**src/rtl/adc_lvds_emulator_pkg.sv**
```systemverilog
// ============================================================================
// adc_lvds_emulator_pkg : shared FSM encoding and frame constants
// Rev 1.0
// ============================================================================
`default_nettype none

package adc_lvds_emulator_pkg;

  typedef enum logic [1:0] {
    ST_IDLE  = 2'd0,
    ST_LEAD  = 2'd1,
    ST_RUN   = 2'd2,
    ST_DRAIN = 2'd3
  } state_t;

  localparam int                      FRAME_PHASES      = 3;
  localparam logic [1:0]              LAST_PHASE        = 2'd2;
  // Bit p is the frame clock level during phase p.
  localparam logic [FRAME_PHASES-1:0] FRAME_CLK_PATTERN = 3'b011;
  localparam int                      FRAME_CNT_W       = 16;

  function automatic logic [1:0] phase_after(input logic [1:0] p);
    return (p == LAST_PHASE) ? 2'd0 : p + 2'd1;
  endfunction

endpackage

`default_nettype wire

```
**src/rtl/adc_lane_serializer.sv**
```systemverilog
// ============================================================================
// adc_lane_serializer : one channel, LANES x 3-bit MSB-first shift registers
// Rev 1.0
// ============================================================================
`default_nettype none

module adc_lane_serializer
  import adc_lvds_emulator_pkg::*;
#(
  parameter int LANES = 4
) (
  input  logic                         clk,
  input  logic                         rst_n,
  input  logic                         clear,
  input  logic                         load,
  input  logic [FRAME_PHASES*LANES-1:0] data,
  output logic [LANES-1:0]             lanes
);

  generate
    for (genvar k = 0; k < LANES; k++) begin : g_lane
      logic [FRAME_PHASES-1:0] sreg;

      always_ff @(posedge clk or negedge rst_n) begin
        if (!rst_n) begin
          sreg <= '0;
        end else if (clear) begin
          sreg <= '0;
        end else if (load) begin
          sreg <= data[FRAME_PHASES*k +: FRAME_PHASES];
        end else begin
          sreg <= {sreg[FRAME_PHASES-2:0], 1'b0};
        end
      end

      assign lanes[k] = sreg[FRAME_PHASES-1];
    end
  endgenerate

endmodule

`default_nettype wire

```
**src/rtl/adc_lvds_emulator.sv**
```systemverilog
// ============================================================================
// adc_lvds_emulator : 3-bit-per-frame LVDS ADC emulator for an I/Q pair.
// Optional ramp test pattern via macro ADC_EMU_RAMP_EN.  Rev 1.0
// ============================================================================
`default_nettype none

module adc_lvds_emulator
  import adc_lvds_emulator_pkg::*;
#(
  parameter int SAMPLEWIDTH = 12,
  parameter int LANES       = 4
) (
  input  logic                   i_lvds_bitClk,
  input  logic                   i_rstn,
  input  logic                   i_en,
`ifdef ADC_EMU_RAMP_EN
  input  logic                   i_patternSel,
`endif
  input  logic [SAMPLEWIDTH-1:0] i_smpI,
  input  logic [SAMPLEWIDTH-1:0] i_smpQ,
  input  logic                   i_smpValid,
  output logic                   o_smpReady,
  output logic                   o_lvds_frameClk,
  output logic [LANES-1:0]       o_lvds_dataI,
  output logic [LANES-1:0]       o_lvds_dataQ,
  output logic                   o_underrun,
  output logic [FRAME_CNT_W-1:0] o_frameCount
);

  generate
    if (SAMPLEWIDTH != FRAME_PHASES * LANES) begin : g_width_check
      $error("SAMPLEWIDTH must equal 3*LANES");
    end
  endgenerate

  logic [1:0]             rst_sync;
  logic                   rst_n;
  state_t                 state;
  logic [1:0]             phase;
  logic                   frame_clk;
  logic                   ready;
  logic                   underrun;
  logic [FRAME_CNT_W-1:0] frame_count;
  logic [SAMPLEWIDTH-1:0] held_i;
  logic [SAMPLEWIDTH-1:0] held_q;
  logic [SAMPLEWIDTH-1:0] load_i;
  logic [SAMPLEWIDTH-1:0] load_q;
  logic                   load_pt;
  logic                   miss;
  logic                   ser_clear;

  // Assertion is immediate; release reaches the logic two edges later.
  always_ff @(posedge i_lvds_bitClk or negedge i_rstn) begin
    if (!i_rstn) rst_sync <= 2'b00;
    else         rst_sync <= {rst_sync[0], 1'b1};
  end
  assign rst_n = rst_sync[1];

  assign load_pt   = (state == ST_LEAD || state == ST_RUN) && (phase == LAST_PHASE);
  assign ser_clear = (state == ST_IDLE) || (state == ST_DRAIN);

`ifdef ADC_EMU_RAMP_EN
  logic [SAMPLEWIDTH-1:0] ramp;

  // Held at zero while idle so the first loaded ramp value is 0.
  always_ff @(posedge i_lvds_bitClk or negedge rst_n) begin
    if (!rst_n)                ramp <= '0;
    else if (state == ST_IDLE) ramp <= '0;
    else if (load_pt)          ramp <= ramp + 1'b1;
  end

  assign load_i = i_patternSel ? ramp  : (i_smpValid ? i_smpI : held_i);
  assign load_q = i_patternSel ? ~ramp : (i_smpValid ? i_smpQ : held_q);
  assign miss   = load_pt && !i_smpValid && !i_patternSel;
`else
  assign load_i = i_smpValid ? i_smpI : held_i;
  assign load_q = i_smpValid ? i_smpQ : held_q;
  assign miss   = load_pt && !i_smpValid;
`endif

  always_ff @(posedge i_lvds_bitClk or negedge rst_n) begin
    if (!rst_n) begin
      state       <= ST_IDLE;
      phase       <= LAST_PHASE;
      frame_clk   <= 1'b0;
      ready       <= 1'b0;
      underrun    <= 1'b0;
      frame_count <= '0;
      held_i      <= '0;
      held_q      <= '0;
    end else begin
      if (load_pt && i_smpValid) begin
        held_i <= i_smpI;
        held_q <= i_smpQ;
      end
      if (miss) underrun <= 1'b1;

      case (state)
        ST_IDLE: begin
          if (i_en) begin
            state     <= ST_LEAD;
            phase     <= 2'd0;
            frame_clk <= FRAME_CLK_PATTERN[0];
          end
        end
        ST_LEAD, ST_RUN: begin
          phase     <= phase_after(phase);
          frame_clk <= FRAME_CLK_PATTERN[phase_after(phase)];
          ready     <= (phase == 2'd1);
          if (phase == LAST_PHASE) begin
            state <= ST_RUN;
            if (state == ST_RUN) frame_count <= frame_count + 1'b1;
          end else if (phase == 2'd1 && state == ST_RUN && !i_en) begin
            // Stop request: the upcoming load point is skipped.
            state <= ST_DRAIN;
            ready <= 1'b0;
          end
        end
        ST_DRAIN: begin
          state       <= ST_IDLE;
          phase       <= LAST_PHASE;
          frame_clk   <= 1'b0;
          frame_count <= frame_count + 1'b1;
        end
        default: state <= ST_IDLE;
      endcase
    end
  end

  adc_lane_serializer #(.LANES(LANES)) u_ser_i (
    .clk   (i_lvds_bitClk),
    .rst_n (rst_n),
    .clear (ser_clear),
    .load  (load_pt),
    .data  (load_i),
    .lanes (o_lvds_dataI)
  );

  adc_lane_serializer #(.LANES(LANES)) u_ser_q (
    .clk   (i_lvds_bitClk),
    .rst_n (rst_n),
    .clear (ser_clear),
    .load  (load_pt),
    .data  (load_q),
    .lanes (o_lvds_dataQ)
  );

  assign o_smpReady      = ready;
  assign o_lvds_frameClk = frame_clk;
  assign o_underrun      = underrun;
  assign o_frameCount    = frame_count;

endmodule

`default_nettype wire
```
**config.mk**
```make
export PLATFORM = sky130hd
export DESIGN_NAME = adc_lvds_emulator
export DESIGN_NICKNAME = d
export VERILOG_FILES = /design/src/rtl/adc_lvds_emulator_pkg.sv /design/src/rtl/adc_lane_serializer.sv /design/src/rtl/adc_lvds_emulator.sv
export SDC_FILE = /design/constraint.sdc
export NUM_CORES = 1
export LEC_CHECK = 0
export BUFFER_PORTS_ARGS = -buffer_cell sky130_fd_sc_hd__buf_2
export CAP_MARGIN = 20
export CORE_MARGIN = 2
export CORE_UTILIZATION = 35
export DETAILED_ROUTE_END_ITERATION = 10
export PLACE_DENSITY = 0.55
export SYNTH_ARGS = -nofsm -noshare
export SYNTH_HDL_FRONTEND = slang
export SYNTH_HIERARCHICAL = 1
export SYNTH_SLANG_ARGS = --single-unit
```
**constraint.sdc**
```tcl
create_clock -name i_lvds_bitClk -period 2.6 [get_ports i_lvds_bitClk]
set_input_delay 0.52 -clock i_lvds_bitClk [delete_from_list [all_inputs] [get_ports i_lvds_bitClk]]
set_output_delay 0.52 -clock i_lvds_bitClk [all_outputs]
set_load 0.05 [all_outputs]
```
# [Yosys cells after proc, flatten, opt, wreduce, memory -nomap -nowiden]
# Cells that the tools add are included.
[word_totals] register_bits=73 input_bits=28 elab_cells=77
[op_classes] n_addsub=2 n_lt_le_gt_ge=1 eq_ne=9 muxes=34 reduce_logical=14
[ops] op="3-bit 2-to-1 mux" n=16
[ops] op="16-bit 2-to-1 mux" n=2
[ops] op="16-bit case mux with 2 select lines" n=1
[ops] op="12-bit 2-to-1 mux" n=2
[ops] op="16-bit by 1-bit adder with 16-bit output, second input constant" n=1
[ops] op="2-bit case mux with 3 select lines" n=2
[ops] op="2-bit 2-to-1 mux" n=5
[ops] op="2-bit equality test, second input constant" n=3
[ops] op="2-bit inequality test, second input constant" n=3
[ops] op="1-bit logical AND" n=5
[ops] op="2-bit by 1-bit equality test with 1-bit output, second input constant" n=2
[ops] op="1-bit 2-to-1 mux" n=4
[ops] op="2-bit by 3-bit less-than comparator with 1-bit output, second input constant" n=1
[ops] op="3-bit inequality test, second input constant" n=1
[ops] op="1-bit case mux with 3 select lines" n=1
[ops] op="3-bit AND reduction" n=1
[ops] op="2-bit by 1-bit adder with 2-bit output, second input constant" n=1
[ops] op="1-bit binary-select mux with 2-bit select" n=1
[ops] op="1-bit zero test" n=2
[ops] op="2-bit zero test" n=1
[ops] op="1-bit logical OR" n=2
[ops] op="2-bit AND reduction" n=1
[ops] op="2-bit nonzero test" n=1
[ops] op="2-bit OR reduction" n=1

# [Logic depth before layout (Yosys ltp)]
[logic_depth] ltp_word=6 depth_mapped=7 mapped_depth_nobuf=6

# [Hierarchy]
# Netlist, hierarchy kept.
[by_module_without_submodules] module="adc_lvds_emulator" n_inst=1 cells_per_inst=181 area_per_inst_um2=2374.8
[by_module_without_submodules] module="adc_lane_serializer" n_inst=2 cells_per_inst=39 area_per_inst_um2=495.5

# [Worst setup path before layout]
# Ideal clock, no wire load.
[synth_path] kind="flip-flop to flip-flop" start="register state[0]" end="register held_i[0]" arrival_ns=1.567 setup_slack_ns=0.906 stages_incl_launch_ff=8 period_less_slack_ns=1.694 cell_sequence="dfrtp_1 -> inv_1 -> ha_1 -> inv_2 -> nor2_4 -> nand2_2 -> buf_6 -> mux2_1"
[synth_via] elab_chain_len=4
[synth_lines] item="from (decl)" line="adc_lvds_emulator.sv:38" source="state_t state;"
[synth_lines] item="from (signal assigned)" line="adc_lvds_emulator.sv:83" source="state <= ST_IDLE;"
[synth_lines] item="from (signal assigned)" line="adc_lvds_emulator.sv:101" source="state <= ST_LEAD;"
[synth_lines] item="from (signal assigned)" line="adc_lvds_emulator.sv:111" source="state <= ST_RUN;"
[synth_lines] item="2-bit by 1-bit equality test with 1-bit output or 2-bit equality test (tied branches)" line="adc_lvds_emulator.sv:59" source="assign load_pt = (state == ST_LEAD || state == ST_RUN) && (phase == LAST_PHASE);"
[synth_lines] item="1-bit logical OR *" line="adc_lvds_emulator.sv:59"
[synth_lines] item="1-bit logical AND *" line="adc_lvds_emulator.sv:59"
[synth_lines] item="named net load_pt" line="adc_lvds_emulator.sv:48" source="logic load_pt;"
[synth_lines] item="1-bit logical AND *" line="adc_lvds_emulator.sv:92" source="if (load_pt && i_smpValid) begin"
[synth_lines] item="to (signal assigned)" line="adc_lvds_emulator.sv:93" source="held_i <= i_smpI;"
[synth_lines] item="to (decl)" line="adc_lvds_emulator.sv:44" source="logic [SAMPLEWIDTH-1:0] held_i;"
# Mark *: on every way through the listed nets, which the timed path passes. The rest lies on a longest branch.
# A chain may end at the register's enable or synchronous reset.

# [Worst setup path after layout]
[layout_path] start="register state[0]" end="register held_i[11]"
# Same word-level chain as after synthesis.

==> flow_metrics.py <==
metrics = {
    "route": {
        "wl_per_cell_um": 13.1,
        "routed_wl_um": 5820,
        "drc_errors": 0,
        "dr.pass1.iters": 3,
        "ant_nets": 0,
        "num_vias": 2024,
        "drt_iter0_drc": 29,
        "vias_per_cell": 4.56,
    },
    "timing": {
        "slew-limit-headroom_pct": 38.5,
        "hold_violations": 0,
        "fin_setup_tns_ns": 0,
        "whs_ns": 0.355,
        "period_needed_ns": 1.98,
        "period_share_pct": 76.2,
        "slew_viol_final": 0,
        "skew_ns": 0.0109,
        "rsz0062_at_grt": "false",
        "finalSetupViolCount": 0,
        "tightest_slew_ns": 0.922,
        "fmax_ghz": 0.505,
    },
    "yosys": {
        "synth_compound_area_share_pct": 2.68,
        "synthDistinctLibCells": 44,
        "synth_top_family_by_area": "multiplexers",
        "synthAdderAreaFrac_pct": 1.86,
        "synthMuxAreaShare_pct": 21.6,
        "yosysMostFrequentCell": "dfrtp_1",
        "synth_area_leader_cell": "dfrtp_1",
        "synth_flop_cell": "dfrtp_1",
        "yosysWarnings": 6,
        "synth_edf_count": 0,
        "yosys_register_bits": 73,
        "ys_top_cells_by_count": "72 x dfrtp_1, 40 x mux2_1, 25 x nor2_1, 16 x mux2i_1, 10 x and2_1",
        "synth_sequential_area_ratio_pct": 54.3,
        "synth.cell_area_um2": 3370,
        "synthTopCellsByArea": "dfrtp_1 54%, mux2_1 13%, mux2i_1 4.8%",
        "synthXorXnorAreaFrac_pct": 3.90,
        "synth_top_area_share_pct": 53.5,
        "syn_area_per_cell_um2": 13.0,
        "synth_fp_nets": 292,
        "syn_inst": 259,
        "async_flop_share_pct": 100,
        "yosys.area_share.simple_pct": 10.6,
    },
    "clock_tree": {
        "max-clock-path-buffers": 2,
        "cts_tree": "built",
        "cts_made_buffers": 9,
        "cts.sinks": 73,
        "htreeDepth": 3,
        "cts-root-buf": "clkbuf_8",
        "clkLatencyLatePin_ns": 0.34,
        "ctsResizeCount": 0,
        "holdBufCountCts": 1,
        "path_clk_slew_ns": 0.08,
        "post_cts_buffers": 0,
    },
    "pwr": {
        "p_clk_share_pct": 22.5,
        "p_int_uw": 2770,
        "p_comb_share_pct": 38.0,
        "power.share.sequential_pct": 39.4,
        "p_leak_uw": 0.00185,
        "switchingPower_uw": 1670,
        "netSwitchingFraction_pct": 37.6,
        "p_per_area_nw_per_um2": 1130,
        "vdd_ir_drop_max_mv": 0.659,
    },
    "die": {
        "die_x_um": 102,
        "num_rows": 35,
        "dieArea_um2": 10400,
        "start_util_pct": 36.3,
        "fp.dieH_um": 102,
        "ios": 55,
        "core-area_um2": 9280,
    },
    "global_route": {
        "grt_overflow": 0,
        "grt_pass1_wl_um": 10000,
        "grt_use_total_pct": 12.5,
        "antenna_found_initial": 0,
        "grt_pass1_vias": 2049,
        "grt_max_degree": 72,
    },
    "status": {
        "status": "finished, final reports clean",
    },
    "min_path": {
        "holdPathEnd": "rst_sync[1]",
        "min_from": "rst_sync[0]",
        "hp-class": "reg2reg",
        "min_path_cells": 0,
    },
    "final_layout": {
        "fin_nets": 343,
        "stdcell_area_um2": 3920,
        "syn_to_final_growth_pct": 16.5,
        "n_antenna_cell": 0,
        "drive_gt1_share_pct": 29.5,
    },
    "setup_path": {
        "cp_cell_sequence": "inv_1 -> ha_1 -> inv_2 -> nor2_4 -> nand2_2 -> mux2_1",
        "cp-end-kind": "flip-flop",
        "crit_type": "reg2reg",
        "cp_data_required_time_ns": 2.81,
        "crit_arrival_ns": 2.20,
        "r2r-end": "held_i[11]",
        "r2r_cells": 6,
        "r2r-start": "state[0]",
        "max_stage_delay_ns": 0.46,
        "worstSetupStartpointType": "flip-flop",
        "regToRegSetupSlack_ns": 0.62,
        "cp_slowest_cell": "mux2_1",
        "cp_max_fo": 24,
    },
    "place": {
        "place_congestion": 0.760,
        "place_hpwl_um": 3920,
        "port_buffers": 54,
        "placed_cell_area_um2": 3680,
    },
    "job": {
        "cap_violations": 0,
    },
}
==> how the worst max path moves through the flow <==
stage | start | to | slack, ns | cells after the start
final | state[0] | held_i[11] | 0.62 | 6
after global routing | state[0] | held_i[11] | 0.39 | 6
after CTS | state[0] | held_i[11] | 0.58 | 6
after detailed placement | state[0] | held_q[8] | 0.59 | 6
after global placement | i_smpValid | held_q[0] | 0.66 | 3
after floorplan | rst_sync[1] | held_i[0] | 0.42 | 0
==> per-stage QoR <==
| stage | power [uW] | instances | utilization, % | setup WS (ns) |
|---|---|---|---|---|
| floorplan | 3230 | 259 | - | 0.418 |
| global placement | 3450 | 427 | 39.7 | 0.664 |
| detailed placement | 3480 | 427 | 39.7 | 0.594 |
| CTS | 4500 | 444 | 42.2 | 0.580 |
| global route | 4760 | 444 | 42.2 | 0.392 |
| finish | 4430 | 444 | 42.2 | 0.619 |
==> worst max-delay path: cells and delay by family (launching register included) <==
family,cells,cell delay (ns)
multiplexers,1,0.46
adder cells (fa/ha/maj),1,0.34
buffers and inverters,2,0.14
flip-flops,1,0.41
AND/OR/NAND/NOR,2,0.49
==> cells in the final DEF (no fill, tap or decap), types with 2 or more instances in the layout <==
cell / synthesis / final
mux2i_1: 16 / 16
nand3b_1: 2 / 2
clkbuf_8: 0 / 10
nand2_1: 3 / 3
mux2_2: 9 / 9
xnor2_1: 8 / 8
inv_1: 6 / 6
bufinv_16: 0 / 2
buf_2: 4 / 54
nor2b_4: 2 / 2
xor2_1: 7 / 7
nand3_1: 4 / 4
dfrtp_1: 72 / 71
mux2_1: 40 / 40
nor3_2: 2 / 2
nor2b_1: 3 / 3
nand4_1: 3 / 3
buf_4: 8 / 3
ha_1: 5 / 5
nand2b_1: 2 / 2
and2_1: 10 / 10
nor2_1: 25 / 25
==> power groups by stage <==
stage	combinational, uW	clock [uW]	sequential, uW
finish	1690	999	1750
floorplan	1300	0	1930
global placement	1690	0	1760
CTS	1720	1030	1750
global route	1870	1080	1800
detailed placement	1710	0	1770
==> cell families (layout without fill, tap and decap cells) <==
family | count (synthesis) | count (layout)
DFF | 73 | 73
muxes | 66 | 66
and+or+nand+nor | 63 | 63
buffers and inverters | 25 | 81
xor gates and xnor gates | 15 | 15
AOI/OAI and AO/OA | 11 | 11
adders and majority gates | 5 | 5
other | 1 | 1
==> flip-flops by register name, indices dropped and copies added (netlist names) <==
name / cells
held_q: 12
state: 2
phase: 2
o_frameCount: 16
held_i: 12
o_underrun: 1
rst_sync: 2
u_ser_i/g_lane.sreg: 12
o_lvds_frameClk: 1
o_smpReady: 1
u_ser_q/g_lane.sreg: 12
==> cell type report <==
class	instances	area, um^2
clock buffer	10	138
clock inverter	6	90.1
fill	908	5360
inverter	7	26.3
multi-input combinational	161	1370
sequential	73	1830
tap	129	161
timing repair buffer	58	303
==> per-layer routing <==
layer / track usage (%) / wire, um
met1: 17.2 / 2860
met2: 19.2 / 2660
met3: 2.60 / 211
met4: 5.23 / 78
met5: 0 / 0
(Power assumes the default switching activity.)
